## config.mk

```make
export PLATFORM = sky130hd
export DESIGN_NAME = cell_fetch
export DESIGN_NICKNAME = d
export VERILOG_FILES = /design/src/rtl/cell_fetch_pkg.sv /design/src/rtl/cell_serializer.sv /design/src/rtl/cell_fetch.sv
export SDC_FILE = /design/constraint.sdc
export NUM_CORES = 2
export LEC_CHECK = 0
export ABC_AREA = 1
export BUFFER_PORTS_ARGS = -buffer_cell sky130_fd_sc_hd__clkbuf_2
export CAP_MARGIN = 10
export CORE_AREA = 2 2 334 336
export CTS_CLUSTER_SIZE = 28
export DETAILED_ROUTE_END_ITERATION = 16
export DIE_AREA = 0 0 336 338
export PLACE_DENSITY = 0.62
export SLEW_MARGIN = 10
export SYNTH_ARGS = -nofsm -noshare
export SYNTH_HDL_FRONTEND = slang
export SYNTH_SLANG_ARGS = --single-unit
```

## constraint.sdc

```tcl
create_clock -name clk -period 31.2 [get_ports clk]
set_input_delay 4.68 -clock clk [delete_from_list [all_inputs] [get_ports clk]]
set_output_delay 4.68 -clock clk [all_outputs]
set_load 0.02 [all_outputs]
```

## src/rtl/cell_fetch_pkg.sv

```systemverilog
// cell_fetch_pkg: shared cell-cache geometry defaults and fetch FSM encodings
package cell_fetch_pkg;
  localparam int CELL_WIDTH_DEF = 768;
  localparam int CELL_NUM_DEF = 1200;
  localparam int BEAT_WIDTH_DEF = 64;
  typedef enum logic [1:0] {ST_IDLE, ST_WAIT, ST_SEND} state_e;
endpackage

```

## src/rtl/cell_serializer.sv

```systemverilog
// cell_serializer: holds one cell and shifts it out LSB-first as BEAT_WIDTH beats
module cell_serializer #(
  parameter int CELL_WIDTH = 768,
  parameter int BEAT_WIDTH = 64,
  localparam int BEAT_NUM = CELL_WIDTH / BEAT_WIDTH,
  localparam int BCW = (BEAT_NUM > 1) ? $clog2(BEAT_NUM) : 1
) (
  input  logic                  clk,
  input  logic                  rst,
  input  logic                  load_i,
  input  logic                  shift_i,
  input  logic                  active_i,
  input  logic [CELL_WIDTH-1:0] cell_i,
  output logic [BEAT_WIDTH-1:0] beat_data_o,
  output logic                  beat_last_o
);
  logic [CELL_WIDTH-1:0] cell_buf_q;
  logic [BCW-1:0] beat_cnt_q;
  // capture a fresh cell, or drop the beat just accepted downstream
  always_ff @(posedge clk or posedge rst) begin
    if (rst) begin
      cell_buf_q <= '0;
      beat_cnt_q <= '0;
    end else if (load_i) begin
      cell_buf_q <= cell_i;
      beat_cnt_q <= '0;
    end else if (shift_i) begin
      cell_buf_q <= cell_buf_q >> BEAT_WIDTH;
      beat_cnt_q <= beat_cnt_q + BCW'(1);
    end
  end
  assign beat_data_o = cell_buf_q[BEAT_WIDTH-1:0];
  assign beat_last_o = active_i && beat_cnt_q == BCW'(BEAT_NUM - 1);
endmodule

```

## src/rtl/cell_fetch.sv

```systemverilog
// cell_fetch: streams written cache cells out as beats, one frame of CELL_NUM cells per start
module cell_fetch
  import cell_fetch_pkg::*;
#(
  parameter int CELL_WIDTH = CELL_WIDTH_DEF,
  parameter int CELL_NUM = CELL_NUM_DEF,
  parameter int BEAT_WIDTH = BEAT_WIDTH_DEF,
  localparam int CELL_ADDR_W = $clog2(CELL_NUM)
) (
  input  logic                   clk,
  input  logic                   rst,
  input  logic                   frame_start_i,
  input  logic                   cell_wr_en_i,
  output logic [CELL_ADDR_W-1:0] cell_rd_addr_o,
  input  logic [CELL_WIDTH-1:0]  cell_rd_data_i,
  output logic [BEAT_WIDTH-1:0]  beat_data_o,
  output logic                   beat_valid_o,
  input  logic                   beat_ready_i,
  output logic                   beat_last_o,
  output logic                   frame_last_o,
  output logic                   frame_done_o,
  output logic                   busy_o
);
  localparam int CRW = CELL_ADDR_W + 1;
  state_e state_q;
  logic [CRW-1:0] credit_q, credit_d;
  logic [CELL_ADDR_W-1:0] rd_addr_q;
  logic done_q, load, hs, last_cell;
  assign load = state_q == ST_WAIT && credit_q != '0;
  assign hs = beat_valid_o && beat_ready_i;
  assign last_cell = rd_addr_q == CELL_ADDR_W'(CELL_NUM - 1);
  assign beat_valid_o = state_q == ST_SEND;
  assign frame_last_o = beat_last_o && last_cell;
  assign frame_done_o = done_q;
  assign busy_o = state_q != ST_IDLE;
  assign cell_rd_addr_o = rd_addr_q;
  // count written-but-unread cells; a write and a load together cancel out
  always_comb begin
    credit_d = (cell_wr_en_i && !load) ? (credit_q == CRW'(CELL_NUM) ? credit_q : credit_q + CRW'(1))
             : (!cell_wr_en_i && load) ? credit_q - CRW'(1) : credit_q;
  end
  // frame sequencing: wait for a written cell, send its beats, advance the address
  always_ff @(posedge clk or posedge rst) begin
    if (rst) begin
      state_q <= ST_IDLE;
      credit_q <= '0;
      rd_addr_q <= '0;
      done_q <= 1'b0;
    end else begin
      credit_q <= credit_d;
      done_q <= 1'b0;
      case (state_q)
        ST_IDLE: if (frame_start_i) begin
          state_q <= ST_WAIT;
          rd_addr_q <= '0;
        end
        ST_WAIT: if (load) state_q <= ST_SEND;
        ST_SEND: if (hs && beat_last_o) begin
          rd_addr_q <= last_cell ? '0 : rd_addr_q + CELL_ADDR_W'(1);
          state_q <= last_cell ? ST_IDLE : ST_WAIT;
          done_q <= last_cell;
        end
        default: state_q <= ST_IDLE;
      endcase
    end
  end
  cell_serializer #(.CELL_WIDTH(CELL_WIDTH), .BEAT_WIDTH(BEAT_WIDTH)) u_ser (
    .clk(clk),
    .rst(rst),
    .load_i(load),
    .shift_i(hs),
    .active_i(beat_valid_o),
    .cell_i(cell_rd_data_i),
    .beat_data_o(beat_data_o),
    .beat_last_o(beat_last_o)
  );
endmodule

```

# Word level (Yosys, flattened, before mapping)
# Index checks and enable logic that the tools add are counted.
# op_classes
bitwise_logic,0
n_addsub,4
multipliers,0
mux,18
order_cmp,0
n_reduce_logical,18
shifts,0
div,0
eq_ne,9
# op_table
cell,n
$mux 768,2
$mux 12,3
$mux 11,3
$pmux 11 s2,1
$add 12x1->12 const B,1
$eq 12x11->1 const B,1
$reduce_bool 12->1,1
$sub 12x1->12 const B,1
$add 11x1->11 const B,1
$eq 11x11->1 const B,1
$mux 4,2
$reduce_bool 2->1,4
$logic_and 1x1->1,7
$mux 2,3
$ne 2x2->1 const B,3
$pmux 2 s3,1
$reduce_and 3->1,2
$add 4x1->4 const B,1
$eq 4x4->1 const B,1
$mux 1,3
$eq 2x1->1 const B,1
$eq 2x2->1 const B,1
$logic_not 1->1,2
$logic_not 2->1,1
other kinds (2),2
# totals
elab_cells,55
latchBits,0
ramBits,0
rom_bits,0
memories,0
regBits,798
output_inout_bits,80

# Logic depth before layout (Yosys ltp)
# logic_depth
word_depth,6
mapped_depth,18
depth_no_buf,18

# Cells and area by module
# Synthesis repeated with hierarchy kept, for this count alone.
# unflattened
cells_unflattened,4265
area_unflattened_um2,35151.2
# modules_own_cells
module,seq_area_each_um2,cells_per_inst,instances,area_per_inst_um2
cell_serializer,19318.5,3988,1,33224.4
cell_fetch,650.6,277,1,1926.8

# Worst setup path before layout
# Ideal clock, no wire load.
# synth_path
path_kind,input to register
startpoint,input cell_wr_en_i
endpoint,register credit_q[7]
n_path_buf,0
arrival_time_ps,6093
setup_slack_ps,24986
path_stages,9
path_cell_list,inv_1 a21oi_1 inv_1 ha_1 a21oi_1 nand2_1 a21oi_1 xor2_1 o21ai_2
# synth_via
elab_chain_len,4
word_cells_on_any_way,7
classes_between,eq/ne (1); mux (1); reduce/logical (5)
# synth_lines
element,line_no,source
from (decl),cell_fetch.sv:13,"input logic cell_wr_en_i,"
$logic_not 1->1,cell_fetch.sv:40,: (!cell_wr_en_i && load) ? credit_q - CRW'(1) : credit_q;
$logic_and 1x1->1,cell_fetch.sv:40,
$reduce_bool 2->1 (no source line),n/a,
$reduce_and 2->1 (no source line),n/a,
to (signal assigned),cell_fetch.sv:50,credit_q <= credit_d;
to (decl),cell_fetch.sv:26,"logic [CRW-1:0] credit_q, credit_d;"
# Several ways; a longest one is shown, not always the timed one.
# A chain may end at the register's enable or synchronous reset.

# Worst setup path in the final report
# layout_path
startpoint,input beat_ready_i
endpoint,register u_ser.cell_buf_q[337]
# layout_via
elab_chain_len,2
# layout_lines
element,line_no,source
from (decl),cell_fetch.sv:18,"input logic beat_ready_i,"
$logic_and 1x1->1,cell_fetch.sv:30,assign hs = beat_valid_o && beat_ready_i;
$reduce_bool 2->1 (no source line),n/a,
to (signal assigned),cell_serializer.sv:25,cell_buf_q <= cell_i;
to (signal assigned),cell_serializer.sv:28,cell_buf_q <= cell_buf_q >> BEAT_WIDTH;
to (decl),cell_serializer.sv:17,logic [CELL_WIDTH-1:0] cell_buf_q;
# Every way passes these cells.

==> results.yml <==
routing:
  drt-initial-drc-count: 2705
  drt-wirelength-per-cell_um: 21.2
  ant_nets: 0
  detailroute.via_count: 31400
  dr.pass1.iters: 5
  vias_per_cell: 5.02
  routed_wl_um: 133000
  drc: 0
sta:
  fin_skew_ns: 0.0492
  slew_violations: 0
  finalSetupViolCount: 0
  min_period_ns: 8.15
  post-route-period-util_pct: 26.1
  holdWs_ns: 0.505
  timing.final.ws_setup_ns: 23.05
  tightest_slew_ns: 1.12
  hold_viol_final: 0
  final.setup.tns_ns: 0
  slew_headroom_pct: 25.5
  fmax_mhz: 123
  rsz0062_at_grt: "no"
clocking:
  htreeDepth: 3
  cts_hold_buffers: 0
  cts.path.max_buffers: 3
  clock_latency_ns: 0.68
  root_buffer: "clkbuf_16"
  cts_buffers: 90
  cts_tree: "built"
  path_clk_slew_ns: 0.06
  clock_sinks: 798
  cts_resized: 0
  cts_setup_buffers: 0
logic_synthesis:
  synthAdderAreaFrac_pct: 0.466
  syn_area_per_cell_um2: 8.98
  synth_top_family_by_area: "compound AO/OA/AOI/OAI gates"
  synth_compound_area_share_pct: 20.4
  ys_ff_latch: 798
  synthesis.nets: 4851
  synthMuxAreaShare_pct: 0.905
  synth.area.top_cells: "dfrtp_1 (55%), o21ai_0 (7.2%), nand2_1 (7.2%), o221ai_1 (6.6%), inv_1 (5.1%)"
  synthCells: 4065
  syn_area_mm2: 0.0365
  yosysSeqAreaShare_pct: 54.7
  synth_xor_area_share_pct: 0.336
  synth_top_area_cell: "dfrtp_1"
  yosys_warnings: 0
  synth.lib_cells_used.distinct: 38
  synthSimpleGateAreaFrac_pct: 11.9
  synth_top_area_share_pct: 54.7
placement:
  place_inst: 6084
  dp_slack_ns: 22.36
  gp_routability_congestion: 0.903
  port_buffers: 852
  hpwlAfterDp_um: 96500
power:
  peakVddDrop_uv: 60.3
  power_leakage_nw: 20.9
  power.density_mw_per_mm2: 110
floorplanning:
  die_w_um: 336
  io_pins: 853
  dieArea_mm2: 0.114
  die-height_um: 338
  core-area_mm2: 0.110
  rows: 122
  start_util_pct: 33.2
setup_path:
  cp_common_cell: "buf_4"
  worstPathCellList: "clkbuf_2, nand2_8, buf_4, buf_4, buf_4, buf_4, o21ai_0, buf_4, a21oi_1"
  worst_setup_path_start_kind: "primary input"
  cp_data_arrival_time_ns: 8.75
  critical_path_class: "in2reg"
  end_kind: "register"
  path_max_fanout: 93
  cpPeakStageDelay_ns: 0.85
  crit_slowest_cell: "buf_4"
  cp.required_ns: 31.80
final_layout:
  fin_nets: 5474
  finalNonFillerCells: 6268
  fill_cells: 11100
  synthToLayoutAreaGrowth_pct: 20.2
  drive_above_1_share_pct: 22.1
global_routing:
  grt_max_degree: 231
  grt_antenna_before_repair: 55
  grt_use_total_pct: 22.6
  grt_pass1_wl_um: 193000
  overflow: 0
  grt_pass1_vias: 30800
outcome:
  status: "completed"
worst_hold_path:
  hold_path_class: "reg2reg"
run:
  cap_violations: 0
## Yosys cell counts
cell / count
nand2_2: 3
buf_12: 1
dfrtp_1: 798
clkbuf_1: 79
fa_1: 1
mux2i_1: 33
nor2_1: 304
o221ai_1: 275
inv_2: 3
and2_0: 1
nand2_8: 1
clkbuf_2: 6
ha_1: 12
nand3b_1: 1
a21o_1: 1
nand3_1: 74
o21ai_0: 528
o22ai_1: 61
o21ai_1: 46
nand2_4: 1
inv_1: 493
nor3_1: 6
or2_2: 2
nand4_1: 6
o21bai_1: 1
o211ai_1: 38
buf_1: 9
nor2_2: 3
buf_4: 83
nor2_4: 1
xor2_1: 10
buf_6: 56
nor4_1: 1
nand2_1: 703
a21oi_1: 288
o21ai_2: 6
buf_2: 126
xnor2_1: 4
## path summary, 6_finish.rpt
path	from	end	slack (ns)	depth (start not counted)
max	beat_ready_i	u_ser.cell_buf_q[337]	23.05	9
min	credit_q[8]	credit_q[8]	0.51	2
max reg2reg	credit_q[0]	u_ser.cell_buf_q[766]	26.05	12
min reg2reg	credit_q[8]	credit_q[8]	0.51	2
max in group asynchronous	rst	u_ser.cell_buf_q[723]	23.21	6
min in group asynchronous	rst	u_ser.cell_buf_q[191]	4.14	2
## registers in the layout, summed over array words and instances, names as in the netlist
signal            cells
u_ser.cell_buf_q    768
cell_rd_addr_o       11
u_ser.beat_cnt_q      4
state_q               2
credit_q             12
frame_done_o          1
## cell type report
type	instances	area, um2	share of cell area (%)
inverter	496	1880	4.28
clock buffer	139	2700	6.15
clock inverter	25	394	0.898
antenna	20	50.0	0.114
tap	1488	1860	4.24
sequential	798	20000	45.5
timing repair buffer	891	4590	10.5
multi-input combinational	2411	12400	28.3
## placed cells by master, fill, tap and decap left out, types with 3 or more instances in the layout
cell type     n
ha_1         12
xor2_1       10
buf_12        3
nor2_1      304
o21ai_0     528
mux2i_1      33
o21ai_1      46
clkbuf_16    90
dfrtp_1     798
clkbuf_1     23
diode_2      20
o21ai_2       6
xnor2_1       4
clkbuf_2    852
bufinv_16     5
clkinv_16     3
clkinv_2      6
nand2_1     703
a21oi_1     288
nand2_8       3
o22ai_1      61
clkinvlp_4    4
nor2_2        3
nand4_1       6
buf_4        36
clkbuf_8     26
inv_1       492
inv_8         3
nor3_1        6
o221ai_1    275
o211ai_1     38
nand3_1      74
inv_6         3
## kinds of logic (layout without fill, tap and decap cells)
family / Yosys count / count (layout)
compound gates: 1244 / 1244
simple gates: 1107 / 1107
buf+inv: 856 / 1551
flops: 798 / 798
mux: 33 / 33
xor+xnor: 14 / 14
fa+ha+maj: 13 / 13
other cells: 0 / 20
## metal layers
metal	global-route usage (%)	routed length, um	vias to the layer above
li1	-	-	14800
met1	29.4	55400	15200
met2	36.9	62700	1111
met3	5.68	10200	234
met4	6.92	3950	48
met5	0	297	-
## critical path: cells and delay by family
| family | cells | cell delay, ns |
|---|---|---|
| and+or+nand+nor | 1 | 0.32 |
| AOI/OAI and AO/OA | 2 | 0.51 |
| buffers and inverters | 6 | 3.07 |
## per-stage QoR
step | cell area (um2) | utilization, % | power (W)
2_1_floorplan | 36500 | - | 0.00328
3_3_place_gp | 40700 | 37.0 | 0.00369
3_5_place_dp | 40700 | 37.0 | 0.00375
4_1_cts | 43800 | 39.8 | 0.00487
5_1_grt | 43900 | 39.9 | 0.00520
6_report | 43900 | 39.9 | 0.00483
## power by group
| part | internal, W | switching (W) |
|---|---|---|
| logic | 0.000634 | 0.00134 |
| clock network | 0.000643 | 0.000460 |
| registers | 0.00155 | 0.000196 |
| total | 0.00283 | 0.00200 |
Note: power is estimated with default switching activity, not from simulation.
